<file path="config.mk">
export PLATFORM = sky130hd
export DESIGN_NAME = bus_arbiter
export DESIGN_NICKNAME = d
export VERILOG_FILES = /design/src/rtl/polaris_bus_pkg.sv /design/src/rtl/bus_watchdog.sv /design/src/rtl/bus_arbiter.sv
export SDC_FILE = /design/constraint.sdc
export NUM_CORES = 1
export LEC_CHECK = 0
export ABC_CLOCK_PERIOD_IN_PS = 3450
export CAP_MARGIN = 0
export CORE_AREA = 2 2 191 193
export CTS_CLUSTER_SIZE = 14
export DETAILED_ROUTE_END_ITERATION = 16
export DIE_AREA = 0 0 193 195
export HOLD_SLACK_MARGIN = 0.12
export PLACE_DENSITY = 0.55
export SYNTH_ARGS = -nofsm -noshare
export SYNTH_HDL_FRONTEND = slang
export SYNTH_SLANG_ARGS = --single-unit
export TNS_END_PERCENT = 10
</file>
<file path="constraint.sdc">
create_clock -name clk_i -period 3.45 [get_ports clk_i]
set_input_delay 0.345 -clock clk_i [delete_from_list [all_inputs] [get_ports clk_i]]
set_output_delay 0.345 -clock clk_i [all_outputs]
set_load 0.1 [all_outputs]
</file>
<file path="src/rtl/polaris_bus_pkg.sv">
// Shared definitions for the Polaris CPU bus: arbiter state encoding, port ids,
// transfer size codes and the read-lane selector used by the instruction port.
package polaris_bus_pkg;

    typedef enum logic [1:0] {
        ST_IDLE = 2'd0,
        ST_IGNT = 2'd1,
        ST_DGNT = 2'd2
    } bus_state_e;

    typedef enum logic {
        PORT_I = 1'b0,
        PORT_D = 1'b1
    } bus_port_e;

    localparam logic [1:0] SIZ_BYTE  = 2'd0;
    localparam logic [1:0] SIZ_HALF  = 2'd1;
    localparam logic [1:0] SIZ_WORD  = 2'd2;
    localparam logic [1:0] SIZ_DWORD = 2'd3;

    localparam int WDOG_W = 8;

    // Instruction words live in either half of the 64-bit bus, picked by address bit 2.
    function automatic logic [31:0] lane_select(input logic upper, input logic [63:0] data);
        return upper ? data[63:32] : data[31:0];
    endfunction

endpackage

</file>
<file path="src/rtl/bus_watchdog.sv">
// Grant watchdog: counts granted cycles without an acknowledge and flags
// expiry once TIMEOUT such cycles have elapsed.
module bus_watchdog
    import polaris_bus_pkg::*;
#(
    parameter int TIMEOUT = 255
) (
    input  logic clk_i,
    input  logic reset_ni,
    input  logic clear,
    input  logic enable,
    output logic expire
);

    localparam logic [WDOG_W-1:0] LIMIT    = WDOG_W'(TIMEOUT);
    localparam logic [WDOG_W-1:0] CNT_ZERO = {WDOG_W{1'b0}};
    localparam logic [WDOG_W-1:0] CNT_ONE  = {{(WDOG_W-1){1'b0}}, 1'b1};

    logic [WDOG_W-1:0] count_r;

    // Wait-cycle counter; saturates at the limit so expiry stays stable.
    always_ff @(posedge clk_i or negedge reset_ni) begin
        if (!reset_ni) begin
            count_r <= CNT_ZERO;
        end else if (clear) begin
            count_r <= CNT_ZERO;
        end else if (enable && !expire) begin
            count_r <= count_r + CNT_ONE;
        end else begin
            count_r <= count_r;
        end
    end

    assign expire = (count_r == LIMIT);

endmodule

</file>
<file path="src/rtl/bus_arbiter.sv">
// Two-port (instruction fetch / data) arbiter onto a single shared bus with
// alternating tie-break, request-drop abort and watchdog-forced termination.
module bus_arbiter
    import polaris_bus_pkg::*;
#(
    parameter int TIMEOUT = 255
) (
    input  logic        clk_i,
    input  logic        reset_ni,
    input  logic [63:0] iadr_i,
    input  logic [1:0]  isiz_i,
    output logic        iack_o,
    output logic [31:0] idat_o,
    input  logic [63:0] dadr_i,
    input  logic [63:0] ddat_i,
    input  logic        dwe_i,
    input  logic        dcyc_i,
    input  logic        dstb_i,
    input  logic [1:0]  dsiz_i,
    input  logic        dsigned_i,
    output logic        dack_o,
    output logic [63:0] ddat_o,
    output logic [63:0] badr_o,
    output logic [63:0] bdat_o,
    output logic        bwe_o,
    output logic        bcyc_o,
    output logic        bstb_o,
    output logic [1:0]  bsiz_o,
    output logic        bsigned_o,
    input  logic        back_i,
    input  logic [63:0] bdat_i
);

    bus_state_e  state_r, state_nxt_s;
    bus_port_e   last_r, last_nxt_s;

    logic        ireq_s, dreq_s;
    logic        granted_s, expire_s, done_s;

    logic [63:0] badr_r, badr_nxt_s;
    logic [63:0] bdat_r, bdat_nxt_s;
    logic        bwe_r, bwe_nxt_s;
    logic        bcyc_r, bcyc_nxt_s;
    logic [1:0]  bsiz_r, bsiz_nxt_s;
    logic        bsigned_r, bsigned_nxt_s;

    assign ireq_s    = (isiz_i != 2'd0);
    assign dreq_s    = dcyc_i & dstb_i;
    assign granted_s = (state_r != ST_IDLE);
    assign done_s    = granted_s & (back_i | expire_s);

    bus_watchdog #(
        .TIMEOUT (TIMEOUT)
    ) u_watchdog (
        .clk_i    (clk_i),
        .reset_ni (reset_ni),
        .clear    (~granted_s),
        .enable   (granted_s & ~back_i),
        .expire   (expire_s)
    );

    // Arbitration and grant lifetime; last_r only moves when a grant completes with an ack.
    always_comb begin
        state_nxt_s = state_r;
        last_nxt_s  = last_r;
        case (state_r)
            ST_IDLE: begin
                if (ireq_s && dreq_s) begin
                    state_nxt_s = (last_r == PORT_D) ? ST_IGNT : ST_DGNT;
                end else if (dreq_s) begin
                    state_nxt_s = ST_DGNT;
                end else if (ireq_s) begin
                    state_nxt_s = ST_IGNT;
                end else begin
                    state_nxt_s = ST_IDLE;
                end
            end
            ST_IGNT: begin
                if (done_s) begin
                    state_nxt_s = ST_IDLE;
                    last_nxt_s  = PORT_I;
                end else if (!ireq_s) begin
                    state_nxt_s = ST_IDLE;
                end else begin
                    state_nxt_s = ST_IGNT;
                end
            end
            ST_DGNT: begin
                if (done_s) begin
                    state_nxt_s = ST_IDLE;
                    last_nxt_s  = PORT_D;
                end else if (!dreq_s) begin
                    state_nxt_s = ST_IDLE;
                end else begin
                    state_nxt_s = ST_DGNT;
                end
            end
            default: begin
                state_nxt_s = ST_IDLE;
            end
        endcase
    end

    // Bus values for the state being entered, so the registered outputs line up with it.
    always_comb begin
        badr_nxt_s    = 64'd0;
        bdat_nxt_s    = 64'd0;
        bwe_nxt_s     = 1'b0;
        bcyc_nxt_s    = 1'b0;
        bsiz_nxt_s    = SIZ_BYTE;
        bsigned_nxt_s = 1'b0;
        case (state_nxt_s)
            ST_IGNT: begin
                badr_nxt_s = iadr_i;
                bsiz_nxt_s = isiz_i;
                bcyc_nxt_s = 1'b1;
            end
            ST_DGNT: begin
                badr_nxt_s    = dadr_i;
                bdat_nxt_s    = dwe_i ? ddat_i : 64'd0;
                bwe_nxt_s     = dwe_i;
                bsiz_nxt_s    = dsiz_i;
                bsigned_nxt_s = dsigned_i;
                bcyc_nxt_s    = 1'b1;
            end
            ST_IDLE: begin
                bcyc_nxt_s = 1'b0;
            end
            default: begin
                bcyc_nxt_s = 1'b0;
            end
        endcase
    end

    // State, tie-break memory and registered bus outputs.
    always_ff @(posedge clk_i or negedge reset_ni) begin
        if (!reset_ni) begin
            state_r   <= ST_IDLE;
            last_r    <= PORT_I;
            badr_r    <= 64'd0;
            bdat_r    <= 64'd0;
            bwe_r     <= 1'b0;
            bcyc_r    <= 1'b0;
            bsiz_r    <= SIZ_BYTE;
            bsigned_r <= 1'b0;
        end else begin
            state_r   <= state_nxt_s;
            last_r    <= last_nxt_s;
            badr_r    <= badr_nxt_s;
            bdat_r    <= bdat_nxt_s;
            bwe_r     <= bwe_nxt_s;
            bcyc_r    <= bcyc_nxt_s;
            bsiz_r    <= bsiz_nxt_s;
            bsigned_r <= bsigned_nxt_s;
        end
    end

    assign badr_o    = badr_r;
    assign bdat_o    = bdat_r;
    assign bwe_o     = bwe_r;
    assign bcyc_o    = bcyc_r;
    assign bstb_o    = bcyc_r;
    assign bsiz_o    = bsiz_r;
    assign bsigned_o = bsigned_r;

    // A watchdog-forced ack carries zero data unless the bus acked in the same cycle.
    assign iack_o = (state_r == ST_IGNT) & (back_i | expire_s);
    assign dack_o = (state_r == ST_DGNT) & (back_i | expire_s);
    assign idat_o = (iack_o && back_i) ? lane_select(badr_r[2], bdat_i) : 32'd0;
    assign ddat_o = (dack_o && back_i) ? bdat_i : 64'd0;

endmodule

</file>
# After elaboration in Yosys (flattened, before gate mapping)
# Index checks and enable logic that the tools add are counted.
# word_totals
regBits,144
input_bits,267
word_cells,59
out_inout_bits,232
# classes
eq_ne,8
n_bitwise,7
addsub,1
reduce_logical,11
muxes,23
# op_table
cell,n
$mux 64,3
$pmux 64 s2,1
$mux 32,2
$mux 8,2
$mux 2,5
$add 8x1->8 const B,1
$eq 8x8->1 const B,1
$mux 1,7
$pmux 2 s3,1
$reduce_bool 2->1,3
$and 1x1->1,5
$eq 2x1->1 const B,2
$eq 2x2->1 const B,2
$logic_and 1x1->1,4
$ne 2x2->1 const B,2
$pmux 2 s2,1
$reduce_and 3->1,1
$logic_not 2->1,1
$ne 2x1->1 const B,1
$pmux 1 s2,1
$reduce_or 2->1,1
$logic_not 1->1,1
$not 1->1,1
$or 1x1->1,1

# Logic depth before layout (Yosys ltp)
# Gate-level depths: netlist of run 1.
# logic_depth
depth_word,8
mapped_depth,9
mapped_depth_nobuf,7

# Hierarchy
# From an unflattened synthesis of run 1, not the netlist that was laid out.
# hier_totals
cells_unflattened,582
area_unflattened_um2,6292.3
# modules_own_cells
mod,seq_area_each_um2,instances,cells_per_inst,area_each_um2
bus_arbiter,3403.3,1,535,5823.1
bus_watchdog,200.2,1,47,469.2

# Worst setup path after synthesis of run 1
# Ideal clock, no wire load.
# synth_timing
path_type,reg-to-output
from,reg u_watchdog.count_r[0]
to,out iack_o
t_arrival_ns,2.974
setup_slack_ns,0.131
n_path_buf,0
stages_incl_launch_ff,5
required_time_ns,3.105
path_cell_list,dfrtp_1 ha_1 and3_1 a21oi_1 nor3_1
# synth_between
elab_chain_cells,3
# synth_lines
element,line,rtl
"start, declared",bus_watchdog.sv:19,logic [WDOG_W-1:0] count_r;
"start signal, assigned",bus_watchdog.sv:28,count_r <= count_r + CNT_ONE;
"start signal, assigned",bus_watchdog.sv:30,count_r <= count_r;
$eq 8x8->1,bus_watchdog.sv:34,assign expire = (count_r == LIMIT);
$or 1x1->1,bus_arbiter.sv:167,assign iack_o = (state_r == ST_IGNT) & (back_i | expire_s);
$and 1x1->1,bus_arbiter.sv:167,
"end, declared",bus_arbiter.sv:12,"output logic iack_o,"
# Every way passes these cells.

# Worst setup path after layout of run 1
# layout_timing
from,reg u_watchdog.count_r[0]
to,"reg badr_r[0], in the netlist badr_o[0]"
# layout_between
elab_chain_cells,7
word_cells_on_any_way,9
classes_between,eq/ne: 3; mux: 4; bitwise: 2
# layout_lines
element,line,rtl
$eq 8x8->1 *,bus_watchdog.sv:34,
$or 1x1->1 *,bus_arbiter.sv:50,assign done_s = granted_s & (back_i | expire_s);
$and 1x1->1 *,bus_arbiter.sv:50,
$mux 2 / $mux 1 (equally long branches),"bus_arbiter.sv:89, bus_arbiter.sv:79",
$pmux 2 s3 *,bus_arbiter.sv:66,case (state_r)
$eq 2x2->1 / $eq 2x1->1 (equally long branches),bus_arbiter.sv:112,case (state_nxt_s)
$pmux 64 s2 *,bus_arbiter.sv:112,
via badr_nxt_s[0],bus_arbiter.sv:40,"logic [63:0] badr_r, badr_nxt_s;"
"end signal, assigned",bus_arbiter.sv:149,badr_r <= badr_nxt_s;
"end, declared",bus_arbiter.sv:40,
# Mark *: on every way through the listed nets, which the timed path passes. The rest lies on a longest branch.
# A chain may end at the register's enable or synchronous reset.

==> flow_summary.yaml, run 1 <==
sta:
  worst_margin_slew_ns: 1.060
  timing.final.max_slew_violations: 0
  final-setup-viol-count: 0
  final_min_period_over_clock_period_pct: 76.42
  maxClockFrequency_mhz: 379.3
  fin_crit_ns: 2.636
  hold_violations_final: 0
  rsz0062_at_grt: "no"
  clock-skew-final_ns: 0.01477
  fin_hold_ws_ns: 0.4871
  max_slew_margin_pct: 29.11
  timing.setup.tns_ns: 0
global_route:
  number_of_global_route_vias_before_repair: 6408
  grt.total_usage_pct: 13.77
  overflow: 0
  grt_pass1_wl_microns: 38950
  pin_count_of_the_biggest_net_entering_global_routing: 91
  grt_antenna_before_repair: 0
floorplanning:
  standard_cell_rows: 69
  die_height_microns: 195
  dieArea_sq_um: 37640
  pin_count: 499
  dieWidth_microns: 193
  start_util_pct: 17.67
  floorplan.core_area_sq_um: 35400
final_layout:
  multiInputGateArea_sq_um: 2425
  fill_cells: 3481
  finish.net_count: 1335
  final_layout_size_suffix_gt1_share_pct: 14.84
  post_route_core_utilization_pct: 37.48
  antennaDiodeCount: 0
  syn_to_final_growth_pct: 112.0
  seqCellArea_sq_um: 3605
  layout.cells.non_filler: 1539
min_path:
  worst_hold_path_type: "primary input to register"
clock_network:
  cts-buffers-inserted: 17
  cts_hold_buffers: 1
  ctsHtreeMaxLevel: 4
  cts_root_buf: "clkbuf_16"
  cts.reportedPaths.clkPinSlew_ns: 0.07
  cts_sinks: 144
  clk_latency_ns: 0.43
  cts_resized: 0
  cts_tree: "built"
  clock_path_buffers: 2
  cts.repair_timing.setup_buffer_count: 0
synthesis:
  synthesis.yosys.warnings: 0
  post_synth_instance_area_sq_um: 6256
  synthesis.area_per_instance_sq_um: 10.69
  asyncSetResetFlopFracSynth_pct: 100.0
  synth_commonest_cells: "144 x dfrtp_1, 92 x nor2_1, 67 x and2_1"
  synth_cells: 585
  synth-main-ff-cell: "dfrtp_1"
  yosysUniqueCellTypes: 39
  synth.net_count: 855
  library_cell_occupying_the_most_area_in_the_post_synthesis_netlist: "dfrtp_1"
  synth_enable_flop_cells: 0
  leading_cell_types_by_total_area_after_synthesis: "dfrtp_1 58%, a22oi_1 7.9%, and2_1 6.7%"
  register_area_share_after_synthesis_pct: 57.60
  synth-seq-cells: 144
  yosysTopAreaCellShare_pct: 57.60
  yosysMostFrequentCell: "dfrtp_1"
placed_design:
  finalWeightedCongestion: 0.7988
  place.detailed.hpwl_microns: 21420
  numPlacedInstances: 1506
  io_buffer_count: 498
power_and_ir_drop:
  p_seq_share_pct: 27.2
  worst_ir_drop_vdd_mv: 0.4680
  internal_power_uw: 3927
  sw_frac_of_total_pct: 46.01
  report.power.total_uw: 7272
  power.switching_uw: 3346
  cellLeakagePower_uw: 0.005718
  clkPwrFrac_pct: 25.1
  power_density_nw_per_um2: 548.2
  p_comb_share_pct: 47.7
route:
  post_drt_wl_per_cell_microns: 17.53
  route.antenna.remaining_nets: 0
  dr_total_vias: 6324
  first_pass_iters: 5
  drt-initial-drc-count: 231
  detail_route.drc_violations: 0
  detail_route.wirelength_microns: 26990
  avgViaCountPerCell: 4.109
critical_path:
  crit_path_top_delay_cell: "ha_4"
  critical_path.startpoint_type: "register"
  worst-path-max-fanout: 46
  worstPathArrival_ns: 2.94
  critical_path.endpoint_type: "register"
  critPathMaxStageDelay_ns: 0.63
  timing.critical_path.required_ns: 3.75
  timing.critical_path.cells: "ha_1 > and3_1 > a21oi_1 > o21ai_0 > ha_4 > buf_4 > nor2_1"
  criticalPathCategory: "register to register"
run:
  max-cap-violations: 0
outcome:
  status: "finished, final reports clean"
-- cell families after synthesis --
group	Yosys count	synth area share (%)
flip-flops	144	57.60
adder cells (fa/ha/maj)	3	0.6001
multiplexers	33	5.280
AND/OR/NAND/NOR	260	22.04
AO/OA/AOI/OAI	91	10.60
buffers and inverters	54	3.880
-- layer usage --
metal	global-route usage, %	routed length [microns]	vias to the layer above
li1	-	-	2982
met1	14.85	10030	3004
met2	24.98	13870	311
met3	4.475	2470	27
met4	4.770	618	0
met5	0	0	-
-- final timing paths --
path / depth (start not counted) / from / slack (ns) / to
setup reg to reg: 7 / u_watchdog.count_r[0] / 0.81 / badr_o[0]
hold / removal: 2 / dsigned_i / 0.49 / bsigned_o
setup / recovery: 7 / u_watchdog.count_r[0] / 0.81 / badr_o[0]
hold reg to reg: 2 / u_watchdog.count_r[1] / 0.57 / u_watchdog.count_r[1]
max in group asynchronous: 3 / reset_ni / 2.12 / badr_o[62]
min in group asynchronous: 2 / reset_ni / 0.60 / bdat_o[5]
-- layout make-up --
| class | instances | share of cell area, % |
|---|---|---|
| Inverter | 3 | 0.08489 |
| Sequential cell | 144 | 27.17 |
| Multi-Input combinational cell | 387 | 18.28 |
| Tap cell | 461 | 4.348 |
| Clock buffer | 18 | 3.235 |
| Clock inverter | 14 | 1.104 |
| Timing Repair Buffer | 512 | 45.77 |
-- power by group through the flow --
stage          sequential, uW  combinational, uW  clock (uW)
6_report                 1980               3470        1820
5_1_grt                  2000               3610        1960
4_1_cts                  1980               3510        1890
3_5_place_dp             2010               3500           0
3_3_place_gp             2010               3490           0
2_1_floorplan            3190               1090           0
-- cells in the final DEF (no fill, tap or decap), types with 2 or more instances in the layout --
master,Yosys,layout
a21oi_1,4,4
inv_6,0,5
nand3_1,2,2
and2_1,67,67
mux2i_1,33,33
nand4b_1,2,2
buf_4,1,14
buf_12,0,98
a22oi_1,66,66
inv_1,2,2
o21ai_0,8,8
clkinvlp_4,0,4
nor2_1,92,92
inv_8,0,3
o211ai_1,2,2
clkbuf_16,0,17
clkdlybuf4s50_1,0,398
or3_1,2,2
nand2_1,10,10
a211oi_1,3,3
and3_1,66,66
dfrtp_1,144,143
nor2_2,11,11
-- critical path, delay by kind of cell (launching register included) --
family / cells / cell delay [ns]
AO/OA/AOI/OAI: 2 / 0.65
adder cells (fa/ha/maj): 2 / 0.87
buffers and inverters: 1 / 0.29
flip-flops: 1 / 0.40
AND/OR/NAND/NOR: 2 / 0.29
-- registers in the layout (all words and copies together), names as in the netlist, 2 cells and up --
| signal | cells |
|---|---|
| badr_o | 64 |
| bdat_o | 64 |
| u_watchdog.count_r | 8 |
| bsiz_o | 2 |
| state_r | 2 |
-- metrics by stage --
stage / instance area (sq um) / setup slack [ns]
global route: 13270 / 0.5443
floorplan: 6256 / 0.1307
detailed placement: 12680 / 0.7968
global placement: 12680 / 0.8435
CTS: 13270 / 0.7921
finish: 13270 / 0.8136
(Power assumes the default switching activity.)
==> run 2: changes to the inputs <==
--- a/config.mk
+++ b/config.mk
@@ -5,14 +5,14 @@
 export SDC_FILE = /design/constraint.sdc
 export NUM_CORES = 1
 export LEC_CHECK = 0
-export ABC_CLOCK_PERIOD_IN_PS = 3450
+export ABC_CLOCK_PERIOD_IN_PS = 2200
 export CAP_MARGIN = 0
-export CORE_AREA = 2 2 191 193
+export CORE_AREA = 2 2 192 194
 export CTS_CLUSTER_SIZE = 14
 export DETAILED_ROUTE_END_ITERATION = 16
-export DIE_AREA = 0 0 193 195
+export DIE_AREA = 0 0 194 196
 export HOLD_SLACK_MARGIN = 0.12
-export PLACE_DENSITY = 0.55
+export PLACE_DENSITY = 0.57
 export SYNTH_ARGS = -nofsm -noshare
 export SYNTH_HDL_FRONTEND = slang
 export SYNTH_SLANG_ARGS = --single-unit
==> constraint.sdc (replaced) <==
create_clock -name clk_i -period 2.2 [get_ports clk_i]
set_input_delay 0.22 -clock clk_i [delete_from_list [all_inputs] [get_ports clk_i]]
set_output_delay 0.22 -clock clk_i [all_outputs]
set_load 0.1 [all_outputs]
==> run 2 against run 1 <==
Against the previous run:
- clock skew decreased by 0.0013 ns
- sequential share of layout area is 0.64 points lower
- non-clock buffer count grew 24
- critical path type is now register to output pin
- largest cell class unchanged
- highest routed layer is now met5
==> flow_summary.yaml, run 2 (synthesis results as in run 1) <==
sta:
  rsz0062_at_grt: "yes"
  timing.setup.tns_ns: 0
  clock-skew-final_ns: 0.01349
  hold_violations_final: 0
  fin_crit_ns: 2.145
  timing.final.max_slew_violations: 0
  maxClockFrequency_mhz: 466.3
  max_slew_margin_pct: 63.72
  final-setup-viol-count: 0
  final_min_period_over_clock_period_pct: 97.49
  worst_margin_slew_ns: 0.5442
critical_path:
  reg2reg_to: "badr_o[49]"
  criticalPathCategory: "register to output pin"
  critical_path.endpoint_type: "output pin"
  critical_path.startpoint_type: "register"
  worst-path-max-fanout: 16
  ff2ff_path_depth: 9
  crit_family: "simple AND/OR/NAND/NOR gates"
  reg2reg_slack_ns: 0.11
  timing.critical_path.required_ns: 1.98
  worstPathArrival_ns: 1.92
  timing.critical_path.cells: "inv_2 > or3_4 > buf_16 > nor2_4 > buf_12"
  timing.rr.start: "state_r[0]"
  critPathMaxStageDelay_ns: 0.47
  crit_path_top_delay_cell: "or3_4"
  worst-path-stages: 5
  critical_path_buf_inv_count: 3
outcome:
  status: "finished, final reports clean"
clock_network:
  ctsHtreeMaxLevel: 4
  cts_tree: "built"
  clock_path_buffers: 2
  cts.reportedPaths.clkPinSlew_ns: 0.06
  cts-buffers-inserted: 17
  cts_sinks: 144
  cts_root_buf: "clkbuf_16"
  clk_latency_ns: 0.43
route:
  route.antenna.remaining_nets: 0
  first_pass_iters: 5
  drt-initial-drc-count: 245
  detail_route.drc_violations: 0
  detail_route.wirelength_microns: 28540
  dr_total_vias: 6457
  post_drt_wl_per_cell_microns: 18.18
  avgViaCountPerCell: 4.113
power_and_ir_drop:
  power_density_nw_per_um2: 867.3
  cellLeakagePower_uw: 0.006200
  worst_ir_drop_vdd_mv: 0.5295
  report.power.total_uw: 11780
global_route:
  grt.total_usage_pct: 14.35
  grt_antenna_before_repair: 1
  grt_pass1_wl_microns: 41570
  pin_count_of_the_biggest_net_entering_global_routing: 66
  number_of_global_route_vias_before_repair: 6737
  overflow: 0
placed_design:
  finalWeightedCongestion: 0.8107
  numPlacedInstances: 1532
  io_buffer_count: 498
  place.detailed.hpwl_microns: 21970
final_layout:
  post_route_core_utilization_pct: 37.66
  fill_cells: 3540
  syn_to_final_growth_pct: 117.2
  finish.net_count: 1359
  layout.cells.most_common_list: "265 x clkdlybuf4s50_1, 156 x buf_4, 142 x dfrtp_1"
  layout.cells.non_filler: 1570
  antennaDiodeCount: 0
  layout_commonest_cell: "clkdlybuf4s50_1"
  final_layout_size_suffix_gt1_share_pct: 31.76
floorplanning:
  die_height_microns: 196
  floorplan.core_area_sq_um: 36080
  dieArea_sq_um: 38020
  start_util_pct: 17.34
  pin_count: 499
  dieWidth_microns: 194
  standard_cell_rows: 70
min_path:
  worst_hold_path_type: "primary input to asynchronous set/reset pin"
run:
  max-cap-violations: 0
[run 2: changes by cell type in the layout (fill, tap and decap cells not counted), moves of 3 or more]
| cell | before | now |
|---|---|---|
| and2_1 | 67 | 63 |
| and2_4 | 0 | 4 |
| buf_12 | 98 | 108 |
| buf_4 | 14 | 156 |
| clkdlybuf4s50_1 | 398 | 265 |
| clkinv_2 | 0 | 3 |
| inv_6 | 5 | 2 |
| inv_8 | 3 | 0 |
| nor2_1 | 92 | 69 |
| nor2_2 | 11 | 1 |
| nor2_4 | 0 | 33 |
[run 2: final cells by class]
| class | instances | area (sq um) | share of cell area (%) |
|---|---|---|---|
| tap | 468 | 585.6 | 4.309 |
| inverter | 3 | 11.26 | 0.08287 |
| sequential | 144 | 3606 | 26.54 |
| clock buffer | 20 | 446.7 | 3.287 |
| timing repair buffer | 536 | 6123 | 45.06 |
| clock inverter | 12 | 133.9 | 0.9853 |
| multi-input combinational | 387 | 2681 | 19.73 |
[run 2: how the worst max path moves through the flow]
stage,from,slack (ns),endpoint
floorplan,u_watchdog.count_r[0],-0.24,badr_o[31]
global placement,back_i,0.0004,bdat_o[62]
detailed placement,dcyc_i,-0.08,badr_o[6]
CTS,u_watchdog.count_r[0],-0.02,bdat_o[62]
global route,state_r[0],-0.04,idat_o[25]
finish,state_r[0],0.06,idat_o[2]
[run 2: metal layers]
layer / share of wire (%) / GRT usage, % / vias up
li1: - / - / 3033
met1: 39 / 16.61 / 3104
met2: 52 / 25.85 / 301
met3: 6.9 / 4.109 / 17
met4: 1.2 / 3.844 / 2
met5: 0.046 / 0 / -
[run 2: power breakdown]
part	switching, uW	internal, uW	total [uW]
combinational	4030	1770	5800
clock	1220	1710	2930
sequential	130	2930	3060
[run 2: timing repair]
action,in CTS,in global routing
pin swaps,2,26
setup endpoints to repair,33,197
resized for setup,3,13
hold endpoints to repair,50,0
buffers inserted,1,1
gates cloned,1,2
hold buffers,1,0
[run 2: through the flow]
step,hold slack (ns),setup slack [ns],area [sq um]
6_report,0.3292,0.05526,13590
5_1_grt,0.3525,-0.03543,13590
4_1_cts,0.3371,-0.02092,13500
3_5_place_dp,0.2167,-0.07632,12860
3_3_place_gp,0.2212,0.0004206,12860
2_1_floorplan,-0.07559,-0.2371,6470
